==> src/rtl/rf_wr_arb.sv <==
// rf_wr_arb: round-robin arbiter of two writeback requesters onto one register-file write port (RF_ARB_FWD_EN enables write-to-read forwarding)
module rf_wr_arb #(
  parameter int M = 32,
  parameter int N = 5
) (
  input  logic         clk,
  input  logic         rst,
  input  logic         req0_valid,
  input  logic [N-1:0] req0_addr,
  input  logic [M-1:0] req0_data,
  output logic         req0_ready,
  input  logic         req1_valid,
  input  logic [N-1:0] req1_addr,
  input  logic [M-1:0] req1_data,
  output logic         req1_ready,
  output logic         we_fr,
  output logic [N-1:0] wa_fr,
  output logic [M-1:0] wd_fr,
  input  logic [N-1:0] ra1,
  input  logic [N-1:0] ra2,
  input  logic [M-1:0] rd1_rf,
  input  logic [M-1:0] rd2_rf,
  output logic [M-1:0] rd1,
  output logic [M-1:0] rd2,
  output logic [15:0]  conf_cnt
);
  logic         last_grant;
  logic         xfer;
  logic [N-1:0] w_addr;
  logic [M-1:0] w_data;
  // sole valid requester wins; on a tie the one not granted last wins (last_grant=1 means requester 1)
  always_comb begin
    req0_ready = !rst && req0_valid && (!req1_valid || last_grant);
    req1_ready = !rst && req1_valid && (!req0_valid || !last_grant);
    xfer       = req0_ready || req1_ready;
    w_addr     = req1_ready ? req1_addr : req0_addr;
    w_data     = req1_ready ? req1_data : req0_data;
  end
  // write stage and round-robin history; address 0 is consumed without enabling the write
  always_ff @(posedge clk or posedge rst)
    if (rst) begin
      we_fr      <= 1'b0;
      wa_fr      <= '0;
      wd_fr      <= '0;
      last_grant <= 1'b1;
    end else begin
      we_fr <= xfer && (w_addr != '0);
      if (xfer) begin
        wa_fr      <= w_addr;
        wd_fr      <= w_data;
        last_grant <= req1_ready;
      end
    end
  // saturating count of cycles where both requesters contend
  always_ff @(posedge clk or posedge rst)
    if (rst) conf_cnt <= '0;
    else if (req0_valid && req1_valid && conf_cnt != 16'hFFFF) conf_cnt <= conf_cnt + 16'd1;
  // read path: register 0 always reads as zero, optionally bypassing the pending write
  always_comb begin
`ifdef RF_ARB_FWD_EN
    rd1 = (ra1 == '0) ? '0 : (we_fr && wa_fr == ra1) ? wd_fr : rd1_rf;
    rd2 = (ra2 == '0) ? '0 : (we_fr && wa_fr == ra2) ? wd_fr : rd2_rf;
`else
    rd1 = (ra1 == '0) ? '0 : rd1_rf;
    rd2 = (ra2 == '0) ? '0 : rd2_rf;
`endif
  end
endmodule
==> config.mk <==
export PLATFORM = sky130hd
export DESIGN_NAME = rf_wr_arb
export DESIGN_NICKNAME = d
export VERILOG_FILES = /design/src/rtl/rf_wr_arb.sv
export SDC_FILE = /design/constraint.sdc
export NUM_CORES = 1
export LEC_CHECK = 0
export ABC_AREA = 1
export BUFFER_PORTS_ARGS = -buffer_cell sky130_fd_sc_hd__buf_2
export CORE_AREA = 4 4 105 107
export CTS_CLUSTER_DIAMETER = 60
export DETAILED_ROUTE_END_ITERATION = 7
export DIE_AREA = 0 0 109 111
export HOLD_SLACK_MARGIN = 0.08
export PLACE_DENSITY = 0.84
export SLEW_MARGIN = 10
export SYNTH_ARGS = -nofsm -noshare
export SYNTH_HDL_FRONTEND = slang
export SYNTH_SLANG_ARGS = --single-unit
==> constraint.sdc <==
create_clock -name clk -period 1.6 [get_ports clk]
set_input_delay 0.24 -clock clk [delete_from_list [all_inputs] [get_ports clk]]
set_output_delay 0.24 -clock clk [all_outputs]
set_load 0.005 [all_outputs]
==> metrics.md <==
| Metric | Value |
|---|---|
| Status | completed |
| Min Clock Period, post-route | approximately 1500 ps |
| Clock Skews | a little over 9 ps |
| Final wirelength | between 10000 and 15000 um |
| Worst path slowest cell | dfstp_2 |
| DR iter-0 viols | 166 |
| Area delta synth->final | 54.9% |
| Worst path max stage delay | 550 ps |
| Std-Cell Rows | 37 |
| Post-DP HPWL | about 9000 um |
| DRT Pass-1 Iters | 4 |
| Register area | between 0.001 and 0.0015 mm^2 |
| Worst Hold Class | primary input to asynchronous set/reset pin |
| Final period util | 0.957 |
| Layout cells sized above 1 | 0.416 |
| Register area share after synthesis | 0.411 |
| Worst-Skew Late Latency | ~310 ps |
| Starting Density | 0.330 |
| Core area | 0.0101 mm^2 |
| Non-Filler Instances | ~930 |
| Sw frac | 0.330 |
| H-tree Lvls | 2 |
| Antenna viol nets, final | 0 |
| Most frequent cells in the layout | 271 x buf_2, 200 x nand2_1, 81 x inv_1, 54 x dfrtp_1, 53 x nor2_1 |
| Cells after Synth | around 500 |
| Detailed-route DRC error count | 0 |
| Worst Path Max Fanout | 2 |
| Part of the power in the clock network | 0.210 |
| Area of the mapped netlist | approximately 0.0033 mm^2 |
| Tot GR Track Use | 0.184 |
| Syn Area/Cell | around 6.6 um^2 |
| Kind of critical path | flip-flop to output pin |
| Vias per inst | around 4.4 |
| P_sw | 1.26 mW |
| Initial antenna violation count | 0 |
| Int Power | between 2 and 3 mW |
| Ys Warns | 0 |
| GPL Wtd Cong | 0.908 |
| P_leak | about 3.2 nW |
| CP required | between 1000 and 1500 ps |
| PwrDens | 735 mW/mm^2 |
| Max Fclk | 0.653 GHz |
| Worst Path Arrival | between 1000 and 1500 ps |
| Worst-Margin Slew | roughly 540 ps |
| RSZ-0062 raised after global routing | true |
| Final Hold Viols | 0 |
| Die X | approximately 110 um |
| Largest net degree at the start of global routing | 51 |
| Placed Cells | ~920 |
| Grt ovf | 0 |
| I/O Buffers | between 200 and 300 |
| WL per Instance | 12.5 um |
| Unique masters post-synth | 27 |
| Slew headroom | 0.638 |
| Die area | 0.0121 mm^2 |
| Slew Limit Fails | 0 |
| Startpoint Class | flip-flop |
| Gate power share | 0.338 |
| Crit-path cells | nand2_2 -> nand3_4 -> clkinv_4 -> buf_12 -> buf_2 |
| Antenna Cells | 0 |
| Peak VDD IR | 0.435 mV |
| Final #Nets | 947 |
| Via count | 4079 |
| CTS Sinks | 55 |
| R2R Path Start | conf_cnt[0] |
| Sequential share of power | 0.452 |
| Final core occ | 0.512 |
| Number of max-cap violations | 0 |
| Die Y | between 100 and 150 um |
| CTS tree | built |
| Root buf cell | clkbuf_8 |
| Crit end category | output pin |
| Vias in the first global route | 3786 |
| Syn_nets | 660 |
| I/O pins | between 200 and 300 |
| Worst setup path start | last_grant |
| Clock Pin Slew Worst Setup and Hold Paths | around 100 ps |
| CTS Buffer Depth | 2 |
| Multi-input logic area | approximately 0.0016 mm^2 |
| Num CTS Buffers | 5 |
| Synth Register Bits | 55 |
| Fillers | 1018 |
| Final setup vio count | 0 |
| First-pass GRT wire length | about 18000 um |
| Most common cell after layout, fill and taps aside | buf_2 |
## timing repair
item,4_1_cts,5_1_grt
cloned,1,1
buffers inserted,3,1
setup endpoints to repair,9,16
resized for setup,4,9
hold buffers,2,0
endpoints found under the hold margin,10,0
pin swaps,0,1
## critical path, delay by kind of cell, from the launching register on
kind / cells / cell delay, ps
buffers and inverters: 3 / 290
DFF: 1 / 550
and+or+nand+nor: 2 / 150
## registers in the layout (all words and copies together), names as in the netlist
register    count
conf_cnt       16
wd_fr          32
wa_fr           5
we_fr           1
last_grant      1
## kinds of logic after synthesis
group | share of synthesized area
buffers and inverters | 0.134
and+or+nand+nor | 0.351
DFF | 0.411
xor gates and xnor gates | 0.0157
AOI/OAI and AO/OA | 0.0845
adders and majority gates | 0.00374
## cell type report
| type | count | area share |
|---|---|---|
| clock inverters | 3 | 0.00458 |
| repair buffers | 303 | 0.318 |
| flip-flops and latches | 55 | 0.266 |
| multi-input cells | 345 | 0.302 |
| inverters | 84 | 0.0632 |
| well taps | 136 | 0.0328 |
| clock buffers | 5 | 0.0133 |
## power groups by stage
| stage | registers (mW) | logic (mW) | clock network [mW] |
|---|---|---|---|
| 4_1_cts | 1.72 | 1.29 | 0.820 |
| 2_1_floorplan | 1.78 | 0.533 | 0 |
| 3_3_place_gp | 1.74 | 1.24 | 0 |
| 6_report | 1.72 | 1.29 | 0.800 |
| 3_5_place_dp | 1.74 | 1.26 | 0 |
| 5_1_grt | 1.75 | 1.46 | 0.886 |
## through the flow
stage	hold slack [ps]	TNS, ps	worst slack (ps)	power (mW)	instance area (um^2)
after global placement	163	-545	-74.8	2.98	4960
final	115	0	68.3	3.81	5190
after floorplan	197	0	84.5	2.31	3350
after detailed placement	164	-860	-140	3.01	4960
after CTS	98.7	0	33.7	3.84	5140
after global routing	116	-244	-75.1	4.10	5190
## metal layers
metal	vias to the layer above	share of wire	global-route usage
met5	-	0	0
met4	0	0.0091	0.0354
met3	10	0.089	0.0355
met2	171	0.51	0.330
met1	1783	0.39	0.225
li1	2115	-	-
## cell usage after synthesis (all sizes together)
master,n,share of area
clkinv,1,0.0011
xor2,1,0.0026
nand4,9,0.017
ha,1,0.0037
dfstp,1,0.0078
dfrtp,54,0.40
a31oi,36,0.067
buf,16,0.031
clkbuf,8,0.0090
a21oi,1,0.0015
nand3,11,0.016
nand3b,2,0.0045
o21ai,9,0.016
nor2,60,0.073
inv,83,0.093
nand2,206,0.24
nor3,3,0.0045
xnor2,5,0.013
## final timing paths
kind	endpoint	cells after the start	slack, ps
min in group clk	wd_fr[2]	3	160
setup reg to reg	conf_cnt[14]	9	70
hold reg to reg	wa_fr[3]	2	530
setup / recovery	req1_ready	5	70
max in group asynchronous	wd_fr[21]	3	820
hold / removal	last_grant	3	120
No activity file was read; power rests on OpenSTA's default activity.
